[config.mk]
export PLATFORM = sky130hd
export DESIGN_NAME = load_store_unit
export DESIGN_NICKNAME = d
export VERILOG_FILES = /design/src/rtl/load_store_unit_pkg.sv /design/src/rtl/load_store_unit_align.sv /design/src/rtl/load_store_unit.sv
export SDC_FILE = /design/constraint.sdc
export NUM_CORES = 1
export LEC_CHECK = 0
export BUFFER_PORTS_ARGS = -buffer_cell sky130_fd_sc_hd__buf_4
export CORE_MARGIN = 3
export CORE_UTILIZATION = 50
export CTS_BUF_LIST = sky130_fd_sc_hd__clkbuf_16
export DETAILED_ROUTE_END_ITERATION = 6
export PLACE_DENSITY_LB_ADDON = 0.1
export SLEW_MARGIN = 20
export SYNTH_ARGS = -nofsm -noshare
export SYNTH_HDL_FRONTEND = slang
export SYNTH_SLANG_ARGS = --single-unit
[constraint.sdc]
create_clock -name iCLK -period 3.1 [get_ports iCLK]
set_clock_uncertainty 0.05 [all_clocks]
set_input_delay 0.155 -clock iCLK [delete_from_list [all_inputs] [get_ports iCLK]]
set_output_delay 0.155 -clock iCLK [all_outputs]
set_load 0.005 [all_outputs]
[src/rtl/load_store_unit_pkg.sv]
// Shared definitions for the load/store unit: RV32I funct3 codes,
// the instruction/data region bit, FSM states and the fault check.
package load_store_unit_pkg;

    localparam logic [2:0] F3_B  = 3'b000;
    localparam logic [2:0] F3_H  = 3'b001;
    localparam logic [2:0] F3_W  = 3'b010;
    localparam logic [2:0] F3_BU = 3'b100;
    localparam logic [2:0] F3_HU = 3'b101;

    // addr[REGION_BIT]=0 is instruction space, which may be read but never written
    localparam int REGION_BIT = 28;

    typedef enum logic [2:0] {
        S_IDLE,
        S_READ,
        S_WAIT,
        S_WRITE,
        S_DONE
    } lsu_state_e;

    // True when a request must be rejected without touching memory
    function automatic logic is_fault(input logic       we,
                                      input logic [2:0] funct3,
                                      input logic [1:0] byte_off,
                                      input logic       region);
        logic bad;
        bad = 1'b0;
        case (funct3)
            F3_B:    bad = 1'b0;
            F3_H:    bad = byte_off[0];
            F3_W:    bad = |byte_off;
            F3_BU:   bad = we;
            F3_HU:   bad = we | byte_off[0];
            default: bad = 1'b1;
        endcase
        if (we && !region) begin
            bad = 1'b1;
        end
        return bad;
    endfunction

endpackage

[src/rtl/load_store_unit_align.sv]
// Lane handling for the load/store unit: extracts and extends the addressed
// lane of a loaded word, and merges store data into a previously read word.
module load_store_unit_align
    import load_store_unit_pkg::*;
(
    input  logic [2:0]  funct3,
    input  logic [1:0]  byte_off,
    input  logic [31:0] load_word,
    input  logic [31:0] merge_word,
    input  logic [15:0] store_data,
    output logic [31:0] load_value,
    output logic [31:0] merged_word
);

    logic [7:0]  lane_b;
    logic [15:0] lane_h;

    // Pick the little-endian byte/half lane and extend it by funct3
    always_comb begin
        case (byte_off)
            2'd0:    lane_b = load_word[7:0];
            2'd1:    lane_b = load_word[15:8];
            2'd2:    lane_b = load_word[23:16];
            default: lane_b = load_word[31:24];
        endcase
        lane_h = byte_off[1] ? load_word[31:16] : load_word[15:0];
        case (funct3)
            F3_B:    load_value = {{24{lane_b[7]}}, lane_b};
            F3_H:    load_value = {{16{lane_h[15]}}, lane_h};
            F3_BU:   load_value = {24'h0, lane_b};
            F3_HU:   load_value = {16'h0, lane_h};
            default: load_value = load_word;
        endcase
    end

    // Replace only the addressed lane of the read word for SB/SH
    always_comb begin
        merged_word = merge_word;
        if (funct3 == F3_H) begin
            if (byte_off[1]) merged_word[31:16] = store_data;
            else             merged_word[15:0]  = store_data;
        end else begin
            case (byte_off)
                2'd0:    merged_word[7:0]   = store_data[7:0];
                2'd1:    merged_word[15:8]  = store_data[7:0];
                2'd2:    merged_word[23:16] = store_data[7:0];
                default: merged_word[31:24] = store_data[7:0];
            endcase
        end
    end

endmodule

[src/rtl/load_store_unit.sv]
// Load/store sequencer between the multicycle core and MemoryInterface.
// One request at a time; sub-word stores are done as read-modify-write
// because the data RAM has no byte enables.
module load_store_unit
    import load_store_unit_pkg::*;
#(
    parameter int RD_LAT = 1
) (
    input  logic        iCLK,
    input  logic        iRSTn,
    input  logic        iReq,
    input  logic        iWe,
    input  logic [2:0]  iFunct3,
    input  logic [31:0] iAddr,
    input  logic [31:0] iWData,
    output logic        oBusy,
    output logic        oDone,
    output logic        oFault,
    output logic [31:0] oRData,
    output logic [31:0] oMemAddr,
    output logic        oMemRead,
    output logic        oMemWrite,
    output logic [31:0] oMemWData,
    input  logic [31:0] iMemRData
);

    localparam logic [1:0] LAT_INIT = 2'(RD_LAT - 1);

    lsu_state_e  state, state_next;
    logic        we_q;
    logic [2:0]  f3_q;
    logic [1:0]  off_q;
    logic [31:0] wdata_q;
    logic [31:0] rd_word_q;
    logic [31:0] mem_addr_q;
    logic [31:0] rdata_q;
    logic        fault_q;
    logic [1:0]  cnt;
    logic        accept_fault;
    logic [31:0] load_value;
    logic [31:0] merged_word;

    assign accept_fault = is_fault(iWe, iFunct3, iAddr[1:0], iAddr[REGION_BIT]);
    assign oRData       = rdata_q;
    assign oMemAddr     = mem_addr_q;

    load_store_unit_align u_align (
        .funct3      (f3_q),
        .byte_off    (off_q),
        .load_word   (iMemRData),
        .merge_word  (rd_word_q),
        .store_data  (wdata_q[15:0]),
        .load_value  (load_value),
        .merged_word (merged_word)
    );

    // State register; reset aborts any operation in flight
    always_ff @(posedge iCLK) begin
        if (!iRSTn) state <= S_IDLE;
        else        state <= state_next;
    end

    // Next-state logic and the per-state strobes
    always_comb begin
        state_next = state;
        oBusy      = 1'b1;
        oDone      = 1'b0;
        oFault     = 1'b0;
        oMemRead   = 1'b0;
        oMemWrite  = 1'b0;
        oMemWData  = 32'h0;
        case (state)
            S_IDLE: begin
                oBusy = 1'b0;
                if (iReq) begin
                    if (accept_fault)                     state_next = S_DONE;
                    else if (iWe && (iFunct3 == F3_W))    state_next = S_WRITE;
                    else                                  state_next = S_READ;
                end
            end
            S_READ: begin
                oMemRead   = 1'b1;
                state_next = S_WAIT;
            end
            S_WAIT: begin
                if (cnt == 2'd0) state_next = we_q ? S_WRITE : S_DONE;
            end
            S_WRITE: begin
                oMemWrite  = 1'b1;
                oMemWData  = (f3_q == F3_W) ? wdata_q : merged_word;
                state_next = S_DONE;
            end
            S_DONE: begin
                oDone      = 1'b1;
                oFault     = fault_q;
                state_next = S_IDLE;
            end
            default: state_next = S_IDLE;
        endcase
    end

    // Request capture, read-latency counter and read-data capture
    always_ff @(posedge iCLK) begin
        if (!iRSTn) begin
            we_q       <= 1'b0;
            f3_q       <= 3'b000;
            off_q      <= 2'b00;
            wdata_q    <= 32'h0;
            rd_word_q  <= 32'h0;
            mem_addr_q <= 32'h0;
            rdata_q    <= 32'h0;
            fault_q    <= 1'b0;
            cnt        <= 2'd0;
        end else begin
            case (state)
                S_IDLE: begin
                    if (iReq) begin
                        we_q       <= iWe;
                        f3_q       <= iFunct3;
                        off_q      <= iAddr[1:0];
                        wdata_q    <= iWData;
                        mem_addr_q <= {iAddr[31:2], 2'b00};
                        fault_q    <= accept_fault;
                    end
                end
                S_READ: cnt <= LAT_INIT;
                S_WAIT: begin
                    if (cnt == 2'd0) begin
                        if (we_q) rd_word_q <= iMemRData;
                        else      rdata_q   <= load_value;
                    end else begin
                        cnt <= cnt - 2'd1;
                    end
                end
                default: ;
            endcase
        end
    end

endmodule

==> impl_results.md, run 1 <==
* Cell row count at 40
* Post-route ant nets at 0
* FF+latch count, synth at 138
* Synthesized area per cell at 7.43 um^2
* Final #Nets at 1228
* WHS Endpoint: rd_word_q[10]$_SDFFE_PN0P_
* Ys async rst share at 0%
* CP max FO at 21
* Reg clk slew, reported paths at 0.06 ns
* Post-route cell area at 9480 um^2
* CTS Hold Bufs at 97
* Share of cells above drive strength 1 at 23.7%
* Placed Cells incl. Taps at 1176
* Violated checks: design-rule violations
* Final period utilization at 92.6%
* Insertion delay to the later sink of the worst-skew pair at 0.42 ns
* Sw Share at 26.8%
* Residual DRC at 1
* Final Hold Fails at 0
* Slew margin rel. at 42.1%
* Part of the power in the clock network at 41.9%
* Leakage at 3.76 nW
* Synth Instances at 866
* Max Fclk at 348 MHz
* Post-CTS resize count at 0
* Core Region at 12300 um^2
* Max_cap viols at 0
* VDD IR-drop max at 387 uV
* Grt total ovfl at 0
* Synth warn at 0
* Tmin final at 2.87 ns
* Via count at 7216
* WP data required at 2.89 ns
* Layout fillers at 926
* Combinational power share at 14.7%
* First-pass DRT Iterations at 7
* Die height at 119 um
* Sw Pwr at 1.19 mW
* HP Start: iMemRData[10]
* First-pass GRT wire length at 36100 um
* Max incr delay on CP at 0.75 ns
* PwrDens at 468 nW/um^2
* Clk sinks at 138
* Reg2reg setup slack at 0.76 ns
* Inserted Clock Buffers at 17
* PortBufs at 201
* CP max-delay cell: dfxtp_1
* Die ar. at 14300 um^2
* Crit path cell chain: nor3b_4 -> o21ai_2 -> a221o_1 -> a21boi_0 -> buf_4
* Vias/cell at 5.52
* Antenna violations before repair at 1
* Commonest non-fill, non-tap cell in the layout: nand2_1
* WP data arrival at 2.67 ns
* Starting Density at 52.3%
* Yosys cell types at 53
* Status: complete, but fails checks
* Setup violations, final at 0
* 1st-iter DRT viols at 759
* WL/cell at 17.3 um
* Final core occ at 77.0%
* Max Transition Viols Final at 0
* Hold Path Cell Cnt at 3
* Seq/Total Area, Yosys at 42.9%
* Sequential Power Share at 43.4%
* Setup Buffers After CTS at 0
* CTS Root Buffer Type: clkbuf_16
* Bufs on Longest Clock Path at 2
* CTS tree: built
* Vias in the first global route at 7116
* WS Path Type: reg2out
* Tot GR Track Use at 31.6%
* Post-synth EDFFs at 0
* Final WS setup at 0.229 ns
* Worst hold margin at 0.00445 ns
* Worst slew pin tran at 0.868 ns
* Total Wirelength at 22600 um
* Multi-input logic area at 3330 um^2
* Register area at 2760 um^2
* Most frequent cells in the layout: nand2_1, buf_4, dfxtp_1
* Hpwl dp at 14100 um
* Die Width at 119 um
* Setup TNS Final at 0 ns
* Cell-internal power at 3.25 mW
* RSZ-0062 raised after global routing: false
* Final non-filler cell total at 1307
* # IOs at 204
* Startpoint types: flop
* Placed cell area at 7970 um^2
* Area growth syn-to-layout at 47.2%
* Worst slack, placed at 0.707 ns
* Largest net degree at the start of global routing at 69
* Reg-to-reg critical path endpoint: oRData[15]$_SDFFE_PN0P_
* Main synth FF type: dfxtp_1
* GPL Wtd Cong at 0.908
* CP Capture Type: output port
* Hold crit path type: in2reg
* Htree depth at 4
* Total power at 4.44 mW
* R2R depth at 5
* Mapped Area at 6440 um^2
* Worst r2r src: state[1]$_SDFFE_PN0P_
## synth_stat cells, types with 2 or more instances
cell      instances  area, um^2
inv_1            10        37.5
a21boi_0         10        75.1
buf_2            23         115
clkbuf_1         45         169
or3b_1            2        17.5
nor2_1           28         105
nand4_1           3        18.8
nor4_1            8        50.1
o21bai_1          8        60.1
nand3_1          16        80.1
o21ai_0          52         260
nor2b_1           9        56.3
nand3b_1          7        52.6
a221oi_1          8        70.1
nand2_1         270        1010
dfxtp_1         138        2760
a22oi_1           2        15.0
mux2i_1           3        30.0
a21oi_1         122         611
a21o_1            8        60.1
a22o_1            2        17.5
nor3_1           10        50.1
mux2_2            9         101
o21a_1            8        60.1
a211oi_1          7        52.6
o31a_1            2        17.5
a31oi_1          15        93.8
o221a_2           8        90.1
and2_1            2        12.5
buf_4             4        30.0
nand2b_1          5        31.3
## final cells by class
cell class | count | area share (%)
multi-input cells | 646 | 35.2
flip-flops and latches | 138 | 29.2
repair buffers | 311 | 27.3
clock buffers | 17 | 4.49
well taps | 168 | 2.22
clock inverters | 15 | 1.15
inverters | 10 | 0.409
diodes | 2 | 0.0528
## per-layer routing
metal	track usage (%)	wire, um	up-vias
li1	-	-	3479
met1	37.8	8950	3359
met2	52.9	11200	304
met3	8.78	1730	74
met4	14.2	795	0
met5	0	0	-
## power by group through the flow
stage          clock network (mW)  registers [mW]  logic [mW]
2_1_floorplan                   0            1.92       0.310
3_3_place_gp                    0            1.96       0.529
3_5_place_dp                    0            1.96       0.534
4_1_cts                      1.87            1.92       0.634
5_1_grt                      1.96            1.93       0.712
6_report                     1.86            1.93       0.652
## worst max path at each step
stage | from | endpoint | slack, ns
after floorplan | cnt[0]$_SDFFE_PN0P_ | oRData[4]$_SDFFE_PN0P_ | 1.25
after global placement | f3_q[0]$_SDFFE_PN0P_ | oMemWData[28] | 0.72
after detailed placement | f3_q[0]$_SDFFE_PN0P_ | oMemWData[28] | 0.71
after CTS | f3_q[0]$_SDFFE_PN0P_ | oMemWData[28] | 0.25
after global routing | f3_q[0]$_SDFFE_PN0P_ | oMemWData[28] | 0.01
final | f3_q[0]$_SDFFE_PN0P_ | oMemWData[28] | 0.23
## logic make-up (layout without fill, tap and decap cells)
family / count (synthesis) / in the layout / share of synthesized area (%)
compound gates: 261 / 261 / 24.4
xor+xnor: 1 / 1 / 0.136
fa+ha+maj: 1 / 1 / 0.194
buf+inv: 83 / 353 / 5.52
flops: 138 / 138 / 42.9
mux: 13 / 13 / 2.39
other cells: 1 / 4 / 0.0583
simple gates: 368 / 368 / 24.4
## sequential cells by signal, summed over array words and instances (netlist names), 2 cells and up
name / cells
cnt: 2
f3_q: 3
oMemAddr: 30
oRData: 32
off_q: 2
rd_word_q: 32
state: 3
wdata_q: 32
## worst max-delay path, delay by kind of cell (launching register included)
kind                   cells  cell delay, ns
AO/OA/AOI/OAI              3            0.84
AND/OR/NAND/NOR            1            0.47
buffers and inverters      1            0.17
flip-flops                 1            0.75
Power figures use the tool's default switching activity.
==> run 2: changes to the inputs <==
Clock period 3.1 ns to 2.8 ns, I/O delays scaled along.
==> run 2 against run 1 <==
Net effect: the run now ends clean; register-to-register slack lost 0.13 ns; sequential power rose by 9.8%; critical path depth stayed put; via count up 0.75%; routed wire length up 1.6%; core utilization up 0.74 points; hold slack improved by 0.23 ns; combinational power grew 14%; largest cell class unchanged; largest power group is now clock.
==> impl_results.md, run 2 (synthesized netlist as in run 1, its figures left out) <==
* Status: complete, no violations
* # IOs at 204
* Reg clk slew, reported paths at 0.06 ns
* WP data required at 2.61 ns
* First-pass DRT Iterations at 6
* CP max-delay cell: dfxtp_1
* R2R depth at 3
* Final period utilization at 91.7%
* 1st-iter DRT viols at 797
* Clk sinks at 138
* Commonest non-fill, non-tap cell in the layout: nand2_1
* Family with the most delay on the worst path: compound AO/OA/AOI/OAI gates
* Inserted Clock Buffers at 17
* CTS Hold Bufs at 101
* PortBufs at 201
* Bufs on Longest Clock Path at 2
* Post-CTS resize count at 0
* Vias/cell at 5.54
* Antenna violations before repair at 0
* Most frequent cells in the layout: nand2_1, buf_4, dfxtp_1
* Final #Nets at 1234
* WL/cell at 17.5 um
* Leakage at 3.80 nW
* Setup TNS Final at 0 ns
* Max Fclk at 390 MHz
* VDD IR-drop max at 511 uV
* CP bufs+invs at 1
* Die height at 119 um
* Share of cells above drive strength 1 at 23.7%
* First-pass GRT wire length at 36100 um
* CTS Root Buffer Type: clkbuf_16
* CP Capture Type: output port
* CP max FO at 11
* Via count at 7270
* RSZ-0062 raised after global routing: false
* Hpwl dp at 14200 um
* Tmin final at 2.57 ns
* WP data arrival at 2.38 ns
* Core Region at 12300 um^2
* Worst slew pin tran at 0.691 ns
* Starting Density at 52.3%
* Final Hold Fails at 0
* Setup violations, final at 0
* PwrDens at 525 nW/um^2
* Startpoint types: flop
* Crit path cell chain: or3b_1 -> a21oi_1 -> o21ai_0 -> a21boi_0 -> buf_4
* Hold Path Cell Cnt at 5
* Die ar. at 14300 um^2
* Area growth syn-to-layout at 48.6%
* HP Start: iReq
* Insertion delay to the later sink of the worst-skew pair at 0.42 ns
* GPL Wtd Cong at 0.914
* Worst r2r src: off_q[0]$_SDFFE_PN0P_
* Post-route ant nets at 0
* Htree depth at 4
* Slew margin rel. at 53.7%
* Reg2reg setup slack at 0.63 ns
* Residual DRC at 0
* Reg-to-reg critical path endpoint: oRData[13]$_SDFFE_PN0P_
* WS Path Type: reg2out
* Largest net degree at the start of global routing at 61
* Max_cap viols at 0
* Setup Buffers After CTS at 0
* Max incr delay on CP at 0.45 ns
* Vias in the first global route at 7054
* Total Wirelength at 23000 um
* Cell row count at 40
* Worst hold margin at 0.230 ns
* CTS tree: built
* WHS Endpoint: state[2]$_SDFFE_PN0P_
* Tot GR Track Use at 31.8%
* Hold crit path type: in2reg
* Max Transition Viols Final at 0
* Grt total ovfl at 0
* Die Width at 119 um
run 2: cell types whose count changed in the layout (fill, tap and decap cells not counted):
cell / delta
bufinv_16: +1
clkinv_4: +1
diode_2: -1
inv_6: -1
clkinv_2: -3
clkinvlp_4: +1
inv_1: +1
dlygate4sd3_1: +4
buf_4: +1
buf_12: +1
run 2: cell type report:
cell class,count,area (um^2)
Multi-Input combinational cell,646,3330
Sequential cell,138,2760
Fill cell,910,2750
Timing Repair Buffer,317,2660
Clock buffer,17,425
Tap cell,168,210
Clock inverter,15,135
Inverter,10,38.8
Antenna cell,1,2.50
run 2: metrics by stage:
stage | area, um^2 | total power [mW] | util (%) | cells | worst slack (ns)
floorplan | 6440 | 2.47 | - | 867 | 0.948
global placement | 7990 | 2.76 | 64.9 | 1178 | 0.711
detailed placement | 7990 | 2.77 | 64.9 | 1178 | 0.676
CTS | 9560 | 5.01 | 77.7 | 1311 | 0.277
global route | 9560 | 5.19 | 77.7 | 1311 | 0.0582
finish | 9570 | 5.02 | 77.7 | 1312 | 0.233
run 2: how the worst max path moves through the flow:
| stage | start | to | slack (ns) | cells after the start |
|---|---|---|---|---|
| after detailed placement | off_q[0]$_SDFFE_PN0P_ | oRData[11]$_SDFFE_PN0P_ | 0.68 | 3 |
| after CTS | f3_q[1]$_SDFFE_PN0P_ | oMemWData[28] | 0.28 | 6 |
| final | off_q[1]$_SDFFE_PN0P_ | oMemWData[0] | 0.23 | 5 |
| after global placement | off_q[0]$_SDFFE_PN0P_ | oRData[10]$_SDFFE_PN0P_ | 0.71 | 3 |
| after floorplan | cnt[0]$_SDFFE_PN0P_ | oRData[4]$_SDFFE_PN0P_ | 0.95 | 8 |
| after global routing | off_q[1]$_SDFFE_PN0P_ | oMemWData[1] | 0.06 | 5 |
run 2: layer usage:
metal	share of wire, %	wire length, um	global-route usage, %
met4	3.6	819	13.7
met3	7.3	1690	7.60
met5	0	0	0
met1	39	8950	37.5
met2	50	11500	55.0
run 2: power breakdown:
| part | internal, mW | leakage [nW] | switching (mW) | total, mW |
|---|---|---|---|---|
| sequential | 2.05 | 1.12 | 0.0796 | 2.12 |
| clock | 1.29 | 0.272 | 0.861 | 2.15 |
| combinational | 0.361 | 2.40 | 0.383 | 0.744 |
run 2: worst register-to-register path: cells and delay by family (launching register included):
| kind | cells | cell delay [ns] |
|---|---|---|
| flops | 1 | 0.72 |
| mux | 1 | 0.64 |
| compound gates | 2 | 0.63 |
==> run 3: changes to the inputs <==
Settings changed: CORE_UTILIZATION 50 to 46.
Clock period 2.8 ns to 2.2 ns, I/O delays scaled along.
==> run 3 against run 2 <==
Net effect: global-route usage fell by 3.5 points; first-iteration DRC count fell by 23%; critical path depth did not move; hold slack got worse by 0.16 ns; sequential power rose by 26%; largest cell class unchanged; clock power rose by 30%; via count fell by 1.3%; cell count rose by 2.1%; core utilization fell by 4.6 points; die area rose by 8.3%; critical path type unchanged.
==> impl_results.md, run 3 (synthesized netlist as in run 1, its figures left out) <==
* RSZ-0062 raised after global routing: true
* Largest net degree at the start of global routing at 66
* Htree depth at 4
* Max Transition Viols Final at 0
* Reg clk slew, reported paths at 0.06 ns
* Core Region at 13500 um^2
* Max incr delay on CP at 0.40 ns
* Hold crit path type: in2reg
* Post-route cell area at 9830 um^2
* First-pass GRT wire length at 35700 um
* WP data required at 2.04 ns
* Worst r2r src: cnt[0]$_SDFFE_PN0P_
* Final non-filler cell total at 1340
* Via count at 7172
* Critical Path Start: f3_q[0]$_SDFFE_PN0P_
* Layout fillers at 1088
* Max Fclk at 462 MHz
* WL/cell at 16.7 um
* Residual DRC at 0
* Starting Density at 47.8%
* Setup violations, final at 0
* Inserted Clock Buffers at 17
* Tmin final at 2.17 ns
* Startpoint types: flop
* Most frequent cells in the layout: nand2_1, buf_4, dfxtp_1
* Crit path cell chain: or3b_4 -> a21o_4 -> o221a_2 -> o21a_1 -> buf_4
* Cell row count at 42
* Max_cap viols at 0
* CTS tree: built
* Final #Nets at 1255
* Worst slack, placed at 0.204 ns
* Vias in the first global route at 7006
* Antenna cells at 0
* Placed Cells incl. Taps at 1202
* Die Width at 124 um
* CTS Root Buffer Type: clkbuf_16
* Bufs on Longest Clock Path at 2
* Commonest non-fill, non-tap cell in the layout: nand2_1
* Placed cell area at 8120 um^2
* PwrDens at 661 nW/um^2
* CP max FO at 9
* Worst slew pin tran at 0.717 ns
* Post-route ant nets at 0
* Setup TNS Final at 0 ns
* HP Start: iReq
* Leakage at 3.92 nW
* WS Path Type: reg2out
* Antenna violations before repair at 0
* Area growth syn-to-layout at 52.7%
* Insertion delay to the later sink of the worst-skew pair at 0.42 ns
* CP Capture Type: output port
* # IOs at 204
* Die height at 124 um
* VDD IR-drop max at 755 uV
* First-pass DRT Iterations at 5
* Hpwl dp at 14600 um
* Final Hold Fails at 0
* 1st-iter DRT viols at 611
* Total Wirelength at 22400 um
* Final WS setup at 0.0332 ns
* Final core occ at 73.1%
* Vias/cell at 5.35
* Share of cells above drive strength 1 at 26.2%
* PortBufs at 201
* CP bufs+invs at 1
* Clk sinks at 138
* Family with the most delay on the worst path: compound AO/OA/AOI/OAI gates
* Slew margin rel. at 52.2%
* CP max-delay cell: or3b_4
* GPL Wtd Cong at 0.852
* Final period utilization at 98.5%
* WP data arrival at 2.01 ns
* Die ar. at 15400 um^2
* Tot GR Track Use at 28.3%
* Grt total ovfl at 0
* Status: complete, no violations
[run 3: cell count changes in the layout (fill, tap and decap cells not counted), sizes merged]
cell / delta
buf: +20
clkinv: -3
clkinvlp: +2
inv: +2
diode: -1
[run 3: tightest hold or removal path, delay by kind of cell]
kind	cells	cell delay [ns]
simple gates	2	0.25
buf+inv	1	0.09
compound gates	1	0.05
[run 3: area by class of cell]
class                      count  area (um^2)  share of cell area (%)
sequential                   138         2770                    28.2
inverter                      10         42.5                   0.433
clock buffer                  17          425                    4.33
tap                          176          220                    2.24
timing repair buffer         337         2830                    28.8
clock inverter                15          151                    1.54
timing repair inverter         1         5.00                  0.0509
multi-input combinational    646         3380                    34.4
[run 3: metrics by stage]
stage	hold WS [ns]	power, mW
global route	0.0899	6.74
detailed placement	0.313	3.56
global placement	0.306	3.55
floorplan	0.194	3.15
finish	0.0706	6.50
CTS	0.0589	6.49
[run 3: power breakdown]
group	switching (mW)	total (mW)	internal [mW]
clock network	1.13	2.80	1.67
registers	0.0793	2.68	2.60
logic	0.519	1.02	0.501
[run 3: final timing paths]
kind,end,slack (ns),cells after the start
max,oMemWData[14],0.03,5
min,f3_q[0]$_SDFFE_PN0P_,0.07,4
max reg2reg,oRData[9]$_SDFFE_PN0P_,0.17,6
min reg2reg,wdata_q[29]$_SDFFE_PN0P_,0.40,2
[run 3: per-layer routing]
| metal | up-vias | GRT usage (%) | part of all wire (%) |
|---|---|---|---|
| li1 | 3539 | - | - |
| met2 | 246 | 48.0 | 49 |
| met3 | 52 | 6.43 | 5.9 |
| met1 | 3335 | 34.8 | 42 |
| met5 | - | 0 | 0 |
| met4 | 0 | 11.5 | 2.9 |
[run 3: repair_timing]
item,in CTS,in global routing
setup buffers,1,3
hold buffers,101,0
setup endpoints to repair,32,32
endpoints found under the hold margin,118,0
gates cloned,0,1
resized for setup,9,22
pin swaps,1,9
